==> config.mk <==
export PLATFORM = sky130hd
export DESIGN_NAME = lsu_seq_flat
export DESIGN_NICKNAME = d
export VERILOG_FILES = /design/src/rtl/lsu_seq_if.sv /design/src/rtl/lsu_seq.sv /design/src/flat_wrapper.sv
export SDC_FILE = /design/constraint.sdc
export NUM_CORES = 1
export LEC_CHECK = 0
export ABC_AREA = 0
export BUFFER_PORTS_ARGS = -buffer_cell sky130_fd_sc_hd__buf_2
export CAP_MARGIN = 5
export CORE_MARGIN = 1.5
export CORE_UTILIZATION = 30
export CTS_CLUSTER_DIAMETER = 150
export DETAILED_ROUTE_END_ITERATION = 10
export GPL_TIMING_DRIVEN = 1
export PLACE_DENSITY = 0.6
export SYNTH_ARGS = -nofsm -noshare
export SYNTH_HDL_FRONTEND = slang
export SYNTH_SLANG_ARGS = --single-unit
==> constraint.sdc <==
create_clock -name clk -period 4.3 [get_ports clk]
set_clock_uncertainty 0.1 [all_clocks]
set_input_delay 0.215 -clock clk [delete_from_list [all_inputs] [get_ports clk]]
set_output_delay 0.215 -clock clk [all_outputs]
set_load 0.02 [all_outputs]
==> src/rtl/lsu_seq_if.sv <==
// Bundle of the control-side request/response and memory-bus signals of the load/store sequencer.
// Handshakes: a request moves on a clock edge where req_valid && req_ready; resp_valid is a
// one-cycle pulse with no back-pressure; mem_read/mem_write stay high until a one-cycle mem_resp.
interface lsu_seq_if #(
    parameter int DATA_W = 32
) ();
    localparam int BE_W = DATA_W / 8;

    logic              req_valid;
    logic              req_ready;
    logic              req_write;
    logic [2:0]        req_funct3;
    logic [31:0]       req_addr;
    logic [31:0]       req_wdata;
    logic              resp_valid;
    logic              resp_fault;
    logic [31:0]       resp_rdata;
    logic [31:0]       mem_addr;
    logic              mem_read;
    logic              mem_write;
    logic [BE_W-1:0]   mem_byte_enable;
    logic [DATA_W-1:0] mem_wdata;
    logic [DATA_W-1:0] mem_rdata;
    logic              mem_resp;

    modport slave (
        input  req_valid, req_write, req_funct3, req_addr, req_wdata, mem_rdata, mem_resp,
        output req_ready, resp_valid, resp_fault, resp_rdata,
               mem_addr, mem_read, mem_write, mem_byte_enable, mem_wdata
    );

    modport master (
        output req_valid, req_write, req_funct3, req_addr, req_wdata, mem_rdata, mem_resp,
        input  req_ready, resp_valid, resp_fault, resp_rdata,
               mem_addr, mem_read, mem_write, mem_byte_enable, mem_wdata
    );
endinterface

==> src/rtl/lsu_seq.sv <==
// Load/store sequencer: takes one RV32I load/store, runs one or two bus beats (split when an
// access crosses a bus word), then returns extended load data or a fault.
module lsu_seq #(
    parameter int          DATA_W      = 32,
    parameter bit          MISALIGN_EN = 1'b1,
    parameter int unsigned TIMEOUT     = 255
) (
    input  logic       clk,
    input  logic       rst,
    lsu_seq_if.slave   bus,
    output logic [1:0] dbg_state
);
    localparam int BE_W  = DATA_W / 8;
    localparam int OFF_W = $clog2(BE_W);
    localparam int CNT_W = $clog2(TIMEOUT + 2);

    typedef enum logic [1:0] {IDLE = 2'd0, BEAT0 = 2'd1, BEAT1 = 2'd2, RESP = 2'd3} state_t;

    state_t            state_q, state_d;
    logic              write_q, write_d;
    logic [2:0]        funct3_q, funct3_d;
    logic [31:0]       addr_q, addr_d;
    logic [31:0]       wdata_q, wdata_d;
    logic              fault_q, fault_d;
    logic [DATA_W-1:0] beat0_q, beat0_d;
    logic [DATA_W-1:0] beat1_q, beat1_d;
    logic [CNT_W-1:0]  cnt_q, cnt_d;

    function automatic logic [3:0] size_of(input logic [1:0] sz);
        case (sz)
            2'd0:    return 4'd1;
            2'd1:    return 4'd2;
            default: return 4'd4;
        endcase
    endfunction

    function automatic logic split_of(input logic [OFF_W-1:0] o, input logic [3:0] s);
        return (5'(o) + 5'(s)) > 5'(BE_W);
    endfunction

    function automatic logic illegal_of(input logic wr, input logic [2:0] f3);
        if (wr) return f3 >= 3'd3;
        return (f3 == 3'd3) || (f3 == 3'd6) || (f3 == 3'd7);
    endfunction

    logic [OFF_W-1:0]  off;
    logic [3:0]        size;
    logic              split;
    logic              timeout_hit;
    logic [3:0]        hi_shift;
    logic [15:0]       lane_mask;
    logic [DATA_W-1:0] wd_ext;
    logic [31:0]       base_addr;
    logic [31:0]       raw;

    assign off         = addr_q[OFF_W-1:0];
    assign size        = size_of(funct3_q[1:0]);
    assign split       = split_of(off, size);
    assign hi_shift    = 4'(BE_W) - 4'(off);
    assign lane_mask   = (16'd1 << size) - 16'd1;
    assign wd_ext      = DATA_W'(wdata_q);
    assign base_addr   = {addr_q[31:OFF_W], {OFF_W{1'b0}}};
    assign raw         = 32'({beat1_q, beat0_q} >> {off, 3'b000});
    // The beat that reaches TIMEOUT waiting cycles gives up, unless mem_resp shows up that cycle.
    assign timeout_hit = (TIMEOUT != 0) && ((32'(cnt_q) + 32'd1) >= TIMEOUT);
    assign dbg_state   = state_q;

    always_ff @(posedge clk) begin
        if (rst) begin
            state_q  <= IDLE;
            write_q  <= 1'b0;
            funct3_q <= 3'd0;
            addr_q   <= 32'd0;
            wdata_q  <= 32'd0;
            fault_q  <= 1'b0;
            beat0_q  <= '0;
            beat1_q  <= '0;
            cnt_q    <= '0;
        end else begin
            state_q  <= state_d;
            write_q  <= write_d;
            funct3_q <= funct3_d;
            addr_q   <= addr_d;
            wdata_q  <= wdata_d;
            fault_q  <= fault_d;
            beat0_q  <= beat0_d;
            beat1_q  <= beat1_d;
            cnt_q    <= cnt_d;
        end
    end

    always_comb begin
        state_d  = state_q;
        write_d  = write_q;
        funct3_d = funct3_q;
        addr_d   = addr_q;
        wdata_d  = wdata_q;
        fault_d  = fault_q;
        beat0_d  = beat0_q;
        beat1_d  = beat1_q;
        cnt_d    = cnt_q;
        case (state_q)
            IDLE: begin
                if (bus.req_valid) begin
                    write_d  = bus.req_write;
                    funct3_d = bus.req_funct3;
                    addr_d   = bus.req_addr;
                    wdata_d  = bus.req_wdata;
                    cnt_d    = '0;
                    // Rejected requests skip the bus entirely and report straight away.
                    if (illegal_of(bus.req_write, bus.req_funct3) ||
                        (!MISALIGN_EN && split_of(bus.req_addr[OFF_W-1:0],
                                                  size_of(bus.req_funct3[1:0])))) begin
                        fault_d = 1'b1;
                        state_d = RESP;
                    end else begin
                        fault_d = 1'b0;
                        state_d = BEAT0;
                    end
                end
            end
            BEAT0, BEAT1: begin
                if (bus.mem_resp) begin
                    cnt_d = '0;
                    if (state_q == BEAT0) begin
                        beat0_d = bus.mem_rdata;
                        state_d = split ? BEAT1 : RESP;
                    end else begin
                        beat1_d = bus.mem_rdata;
                        state_d = RESP;
                    end
                end else if (timeout_hit) begin
                    fault_d = 1'b1;
                    state_d = RESP;
                end else begin
                    cnt_d = cnt_q + CNT_W'(1);
                end
            end
            default: state_d = IDLE;
        endcase
    end

    always_comb begin
        bus.req_ready       = (state_q == IDLE);
        bus.resp_valid      = (state_q == RESP);
        bus.resp_fault      = (state_q == RESP) && fault_q;
        bus.resp_rdata      = 32'd0;
        bus.mem_read        = 1'b0;
        bus.mem_write       = 1'b0;
        bus.mem_addr        = 32'd0;
        bus.mem_byte_enable = '0;
        bus.mem_wdata       = '0;
        if (state_q == BEAT0) begin
            bus.mem_read        = !write_q;
            bus.mem_write       = write_q;
            bus.mem_addr        = base_addr;
            bus.mem_byte_enable = BE_W'(lane_mask << off);
            bus.mem_wdata       = wd_ext << {off, 3'b000};
        end else if (state_q == BEAT1) begin
            bus.mem_read        = !write_q;
            bus.mem_write       = write_q;
            bus.mem_addr        = base_addr + 32'(BE_W);
            bus.mem_byte_enable = BE_W'(lane_mask >> hi_shift);
            bus.mem_wdata       = wd_ext >> {hi_shift, 3'b000};
        end
        if ((state_q == RESP) && !fault_q && !write_q) begin
            case (funct3_q)
                3'b000:  bus.resp_rdata = {{24{raw[7]}}, raw[7:0]};
                3'b001:  bus.resp_rdata = {{16{raw[15]}}, raw[15:0]};
                3'b100:  bus.resp_rdata = {24'd0, raw[7:0]};
                3'b101:  bus.resp_rdata = {16'd0, raw[15:0]};
                default: bus.resp_rdata = raw;
            endcase
        end
    end
endmodule

==> src/flat_wrapper.sv <==
// flat-port wrapper written by rule: the top's interface ports become plain ports
module lsu_seq_flat 
#(
    parameter int          DATA_W      = 32,
    parameter bit          MISALIGN_EN = 1'b1,
    parameter int unsigned TIMEOUT     = 255
)
  (clk, rst, dbg_state, bus_req_valid, bus_req_write, bus_req_funct3, bus_req_addr, bus_req_wdata, bus_mem_rdata, bus_mem_resp, bus_req_ready, bus_resp_valid, bus_resp_fault, bus_resp_rdata, bus_mem_addr, bus_mem_read, bus_mem_write, bus_mem_byte_enable, bus_mem_wdata);
  lsu_seq_if #(.DATA_W(DATA_W)) bus_i ();
  input  logic clk;
  input  logic rst;
  output logic [1:0] dbg_state;
  input wire logic [$bits(bus_i.req_valid)-1:0] bus_req_valid;
  input wire logic [$bits(bus_i.req_write)-1:0] bus_req_write;
  input wire logic [$bits(bus_i.req_funct3)-1:0] bus_req_funct3;
  input wire logic [$bits(bus_i.req_addr)-1:0] bus_req_addr;
  input wire logic [$bits(bus_i.req_wdata)-1:0] bus_req_wdata;
  input wire logic [$bits(bus_i.mem_rdata)-1:0] bus_mem_rdata;
  input wire logic [$bits(bus_i.mem_resp)-1:0] bus_mem_resp;
  output wire logic [$bits(bus_i.req_ready)-1:0] bus_req_ready;
  output wire logic [$bits(bus_i.resp_valid)-1:0] bus_resp_valid;
  output wire logic [$bits(bus_i.resp_fault)-1:0] bus_resp_fault;
  output wire logic [$bits(bus_i.resp_rdata)-1:0] bus_resp_rdata;
  output wire logic [$bits(bus_i.mem_addr)-1:0] bus_mem_addr;
  output wire logic [$bits(bus_i.mem_read)-1:0] bus_mem_read;
  output wire logic [$bits(bus_i.mem_write)-1:0] bus_mem_write;
  output wire logic [$bits(bus_i.mem_byte_enable)-1:0] bus_mem_byte_enable;
  output wire logic [$bits(bus_i.mem_wdata)-1:0] bus_mem_wdata;
  assign bus_i.req_valid = bus_req_valid;
  assign bus_i.req_write = bus_req_write;
  assign bus_i.req_funct3 = bus_req_funct3;
  assign bus_i.req_addr = bus_req_addr;
  assign bus_i.req_wdata = bus_req_wdata;
  assign bus_i.mem_rdata = bus_mem_rdata;
  assign bus_i.mem_resp = bus_mem_resp;
  assign bus_req_ready = bus_i.req_ready;
  assign bus_resp_valid = bus_i.resp_valid;
  assign bus_resp_fault = bus_i.resp_fault;
  assign bus_resp_rdata = bus_i.resp_rdata;
  assign bus_mem_addr = bus_i.mem_addr;
  assign bus_mem_read = bus_i.mem_read;
  assign bus_mem_write = bus_i.mem_write;
  assign bus_mem_byte_enable = bus_i.mem_byte_enable;
  assign bus_mem_wdata = bus_i.mem_wdata;
  lsu_seq #(.DATA_W(DATA_W), .MISALIGN_EN(MISALIGN_EN), .TIMEOUT(TIMEOUT)) u_core (.clk(clk), .rst(rst), .bus(bus_i), .dbg_state(dbg_state));
endmodule
==> flow_metrics.tcl, run 1 <==
set metrics [dict create \
    r2r_slack_ns 1.13 \
    synth-edff-count 0 \
    track_usage_pct 19.62 \
    ir_drop_uv 261.9 \
    first_global_vias 8435 \
    crit_type "reg -> out" \
    critPathCaptureType "output port" \
    post_cts_resized 0 \
    post-route-util_pct 40.89 \
    grt_pass1_wl_um 44890 \
    cts_buffer_depth 2 \
    place.detailed.hpwl_um 19580 \
    seq_area_frac_synth_pct 32.30 \
    crit_buf_inv 3 \
    synth_common_cells "nand2_1 (328), a21oi_1 (147), dfxtp_1 (136)" \
    io_buffers 208 \
    rows 61 \
    drive_above_1_share_pct 22.64 \
    fp.dieH_um 170.6 \
    cp_slowest_cell "a21oi_1" \
    via_count 8960 \
    hold_violations 0 \
    period_share_pct 92.25 \
    synth_top_cell_by_area "dfxtp_1" \
    avgSynthCellArea_um2 7.627 \
    leakage_uw 0.004474 \
    cts.sinks 136 \
    fin_cells 1759 \
    netlist_area_um2 8428 \
    place_inst 1624 \
    timing.fmax_mhz 252.1 \
    synthFlopType "dfxtp_1" \
    start_util_pct 30.42 \
    synthTopCellsByArea "dfxtp_1 (32%), nand2_1 (15%), a21oi_1 (8.7%)" \
    worstSetupStartpointType "flop" \
    yosysTopAreaCellShare_pct 32.30 \
    synth-seq-cells 136 \
    status "complete, no violations" \
    syn_to_final_growth_pct 34.41 \
    die_x_um 170.6 \
    antenna_found_initial 4 \
    drc 0 \
    cts_root_buf "clkbuf_16" \
    hold_class "in -> reg" \
    crit_chain "clkinv_1 > ha_1 > nor2_2 > buf_4 > nand2_1 > a21oi_1 > a22o_1 > buf_2" \
    post-synth-top-count-cell "nand2_1" \
    crit_fanout 36 \
    synth_cell_type_count 61 \
    antenna_left 0 \
    cts_tree "built" \
    cts.clk_slew.worst_paths_ns 0.06 \
    p_per_area_nw_per_um2 475.7 \
    firstDrtPassIters 5 \
    via_per_inst 5.094 \
    max-cap-violations 0 \
    drtIter0Drc 593 \
    grt_max_degree 95 \
    wl_per_cell_um 16.58 \
    core_um2 27710 \
    max_slew.worst_pin.slew_ns 1.096 \
    grt-ovfl-total 0 \
    io_pins 211 \
    slew-limit-headroom_pct 26.88 \
    nets 1482 \
    period_needed_ns 3.967 \
    setup_viol 0 \
    htreeDepth 4 \
    cp.required_ns 3.98 \
    arrival_ns 3.65 \
    synthCells 1105 \
    ys_warn_count 0 \
    place.gp.congestion 0.8384 \
    crit_family "compound AO/OA/AOI/OAI gates" \
    wl_um 29170 \
    finalSetupTns_ns 0 \
    drv_slew 0 \
    async_flop_share_pct 0 \
    numCtsBuffers 17 \
    rsz0062_at_grt "false" \
    clock_latency_ns 0.42 \
    die_area_um2 29110 \
    cp_slowest_stage_delay_ns 0.81 \
]
registers in the layout, indices dropped and copies added, names as in the netlist:
| name | count |
|---|---|
| u_core.addr_q | 32 |
| u_core.beat0_q | 32 |
| u_core.beat1_q | 24 |
| u_core.cnt_q | 9 |
| u_core.dbg_state | 2 |
| u_core.fault_q | 1 |
| u_core.funct3_q | 3 |
| u_core.wd_ext | 32 |
| u_core.write_q | 1 |
worst register-to-register path: stages (launching register included):
cell	delay (ns)
dfxtp_4	0.76
buf_4	0.70
ha_1	0.30
inv_1	0.07
fa_1	0.47
nor2b_1	0.14
o21ai_0	0.16
nand4b_1	0.11
a32o_1	0.27
cell usage in the layout (no fill, tap or decap), types with 6 or more instances in the layout:
| master | netlist | routed |
|---|---|---|
| dlygate4sd3_1 | 0 | 100 |
| nor4_1 | 11 | 11 |
| o22ai_1 | 11 | 11 |
| clkbuf_16 | 0 | 17 |
| o21ai_0 | 26 | 26 |
| a21oi_1 | 147 | 147 |
| nor3_1 | 9 | 9 |
| nor2b_1 | 7 | 7 |
| xnor2_1 | 17 | 17 |
| nor2_1 | 77 | 76 |
| nand2_1 | 328 | 327 |
| dfxtp_1 | 136 | 134 |
| buf_4 | 5 | 14 |
| o21bai_1 | 9 | 9 |
| a21boi_0 | 7 | 7 |
| buf_2 | 12 | 207 |
| and3_1 | 12 | 12 |
| a22o_1 | 18 | 18 |
| nand4_1 | 6 | 6 |
| mux2_2 | 9 | 9 |
| inv_8 | 0 | 7 |
| nand3_1 | 14 | 14 |
| mux4_2 | 32 | 32 |
| a32o_1 | 11 | 11 |
| and2_1 | 7 | 6 |
| mux2i_1 | 36 | 36 |
| ha_1 | 12 | 12 |
| xor2_1 | 7 | 7 |
| inv_1 | 17 | 17 |
routing by layer:
layer	vias to the layer above	part of all wire [%]	GRT usage [%]
met3	48	6.5	3.794
met2	373	46	31.80
li1	4362	-	-
met1	4175	46	25.90
met4	2	2.1	7.003
met5	-	0.034	0
metrics by stage:
| stage | area, um2 | worst slack [ns] | power, uW | hold slack, ns |
|---|---|---|---|---|
| final | 11330 | 0.3334 | 5389 | 0.07518 |
| after global routing | 11330 | 0.08515 | 5705 | 0.08776 |
| after CTS | 11320 | 0.3302 | 5421 | 0.05649 |
| after detailed placement | 9697 | 0.7852 | 3762 | 0.3478 |
| after global placement | 9697 | 0.8396 | 3729 | 0.3399 |
| after floorplan | 8432 | 1.237 | 3107 | 0.2510 |
power by group:
group / switching (uW) / internal [uW]
sequential: 252 / 1460
clock: 676 / 894
combinational: 1370 / 742
total: 2300 / 3090
worst paths after layout:
path / depth (start not counted) / from / to
max: 8 / u_core.addr_q[0] / bus_mem_wdata[25]
min: 3 / bus_mem_resp / u_core.fault_q
max reg2reg: 8 / u_core.addr_q[0] / u_core.dbg_state[0]
min reg2reg: 2 / u_core.beat1_q[17] / u_core.beat1_q[17]
timing repair:
action,in CTS,in global routing
setup buffers,0,0
hold endpoints to repair,124,0
hold buffers,100,0
cell type report:
type,count,area [um2]
diodes,3,7.507
clock buffers,17,425.4
clock inverters,15,197.7
fillers,2846,16380
inverters,19,71.32
multi-input cells,870,5284
flip-flops and latches,136,2728
well taps,378,473.0
repair buffers,321,2142
cell families after synthesis:
group,after synthesis,synth area share [%]
mux,77,14.03
xor+xnor,24,2.494
simple gates,502,25.77
flops,136,32.30
buf+inv,100,5.122
fa+ha+maj,13,2.019
compound gates,252,18.22
other cells,1,0.04449
Power figures use the tool's default switching activity.
==> inputs of run 2 (changes only) <==
BUFFER_PORTS_ARGS = default   (was -buffer_cell sky130_fd_sc_hd__buf_2)
DONT_BUFFER_PORTS = 1   (was default)
PLACE_DENSITY = 0.54   (was 0.6)
==> run 2 against run 1 <==
Sequential share of layout area up 2.4 points. Fmax up 4.6%. Clock power down 6%. Non-clock buffer count down 202. Hold slack worse by 0.041 ns. Total power down 4.2%. Core utilization down 3.7 points. Worst setup slack better by 0.17 ns. First-iteration DRC count down 0.34%. Largest power group unchanged.
==> flow_metrics.tcl, run 2 (synthesized netlist as in run 1, its figures left out) <==
set metrics [dict create \
    hold_violations 0 \
    place.detailed.hpwl_um 18910 \
    grt_pass1_wl_um 43730 \
    finalSetupTns_ns 0 \
    power_frac_seq_pct 33.1 \
    core_um2 27710 \
    placed_area_um2 8678 \
    place.gp.congestion 0.8719 \
    grt_max_degree 127 \
    timing.fmax_mhz 263.6 \
    drv_slew 0 \
    die_area_um2 29110 \
    io_pins 211 \
    crit_family "compound AO/OA/AOI/OAI gates" \
    cp.required_ns 3.98 \
    first_global_vias 7750 \
    period_needed_ns 3.794 \
    fp.dieH_um 170.6 \
    post_cts_resized 0 \
    wl_um 28270 \
    status "complete, no violations" \
    crit_chain "clkinv_1 > ha_1 > nor2_2 > buf_4 > nand2_1 > a21oi_1 > a22o_1" \
    wl_per_cell_um 18.19 \
    cts_root_buf "clkbuf_16" \
    regArea_um2 2728 \
    via_per_inst 5.225 \
    antenna_left 0 \
    multi_input_area_um2 5286 \
    cts_buffer_depth 2 \
    hold_class "in -> reg" \
    syn_to_final_growth_pct 22.28 \
    ir_drop_uv 239.3 \
    combinationalPowerShare_pct 38.2 \
    diodes 0 \
    cp_slowest_cell "a21oi_1" \
    crit_type "reg -> out" \
    drive_above_1_share_pct 9.269 \
    firstDrtPassIters 7 \
    nets 1280 \
    slew-limit-headroom_pct 27.70 \
    p_clk_share_pct 28.7 \
    top_usage_layer "met2" \
    setup_viol 0 \
    antenna_found_initial 0 \
    rows 61 \
    max_slew.worst_pin.slew_ns 1.083 \
    swShare_pct 43.33 \
    crit_fanout 19 \
    p_switching_uw 2237 \
    crit_buf_inv 2 \
    via_count 8120 \
    grtUsageMet1_pct 25.63 \
    io_buffers 0 \
    start_util_pct 30.42 \
    drc 0 \
    layout_commonest_cell "nand2_1" \
    track_usage_pct 19.32 \
    htreeDepth 4 \
    clock_latency_ns 0.42 \
    max-cap-violations 0 \
    leakage_uw 0.003515 \
    die_x_um 170.6 \
    arrival_ns 3.48 \
    critPathCaptureType "output port" \
    rsz0062_at_grt "false" \
    worstSetupStartpointType "flop" \
    drtIter0Drc 591 \
    grt_util_met3_pct 5.760 \
    use_met2_pct 29.83 \
    cts_tree "built" \
    cts.clk_slew.worst_paths_ns 0.06 \
    layout_common_cells "nand2_1 (327), a21oi_1 (147), dfxtp_1 (134)" \
    p_per_area_nw_per_um2 501.0 \
    fin_ws_ns 0.5061 \
    grt-ovfl-total 0 \
    numCtsBuffers 17 \
    post-route-util_pct 37.20 \
    cp_slowest_stage_delay_ns 0.62 \
    nFillCells 2897 \
    intPower_uw 2926 \
    pre_cts_ws_ns 1.006 \
    period_share_pct 88.23 \
    postCtsSetupRepairBufs 0 \
    final_area_um2 10310 \
    cts.sinks 136 \
]
## run 2: worst register-to-register path, delay by kind of cell (launching register included)
kind	cells	cell delay [ns]
fa+ha+maj	1	0.45
simple gates	2	0.73
flops	1	0.45
compound gates	1	0.13
buf+inv	3	1.21
## run 2: metrics by stage
step | power [uW] | std cells | hold WS, ns
floorplan | 3107 | 1106 | 0.2510
global placement | 3573 | 1419 | 0.2122
detailed placement | 3602 | 1419 | 0.2163
CTS | 5212 | 1554 | 0.01301
global route | 5501 | 1554 | 0.03572
finish | 5163 | 1554 | 0.03437
## run 2: area by class of cell
type / instances / area share (%)
multi-input combinational: 870 / 51.29
timing repair buffer: 119 / 11.34
clock buffer: 17 / 4.128
inverter: 19 / 0.6920
sequential: 136 / 26.47
tap: 378 / 4.589
clock inverter: 15 / 1.493
## run 2: what timing repair did
action                                 4_1_cts  5_1_grt
endpoints found under the hold margin      127        0
hold buffers                               103        0
setup endpoints to repair                    0        0
## run 2: final timing paths
check | from | end | slack, ns | cells past startpoint
worst max register to register | u_core.dbg_state[0] | u_core.addr_q[9] | 1.17 | 7
worst min-delay path | rst | u_core.dbg_state[0] | 0.03 | 2
worst min register to register | u_core.beat1_q[23] | u_core.beat1_q[23] | 0.35 | 2
worst max-delay path | u_core.addr_q[0] | bus_mem_wdata[31] | 0.51 | 7
## run 2: metal layers
layer | vias to the layer above | routed length [um]
li1 | 3959 | -
met1 | 3864 | 12930
met2 | 263 | 12480
met3 | 34 | 2228
met4 | 0 | 632
met5 | - | 0
## run 2: power groups by stage
stage | combinational, uW | sequential, uW | clock [uW]
final | 1970 | 1710 | 1480
after global routing | 2180 | 1740 | 1580
after CTS | 1990 | 1700 | 1530
after detailed placement | 1870 | 1730 | 0
after global placement | 1850 | 1720 | 0
after floorplan | 1470 | 1640 | 0
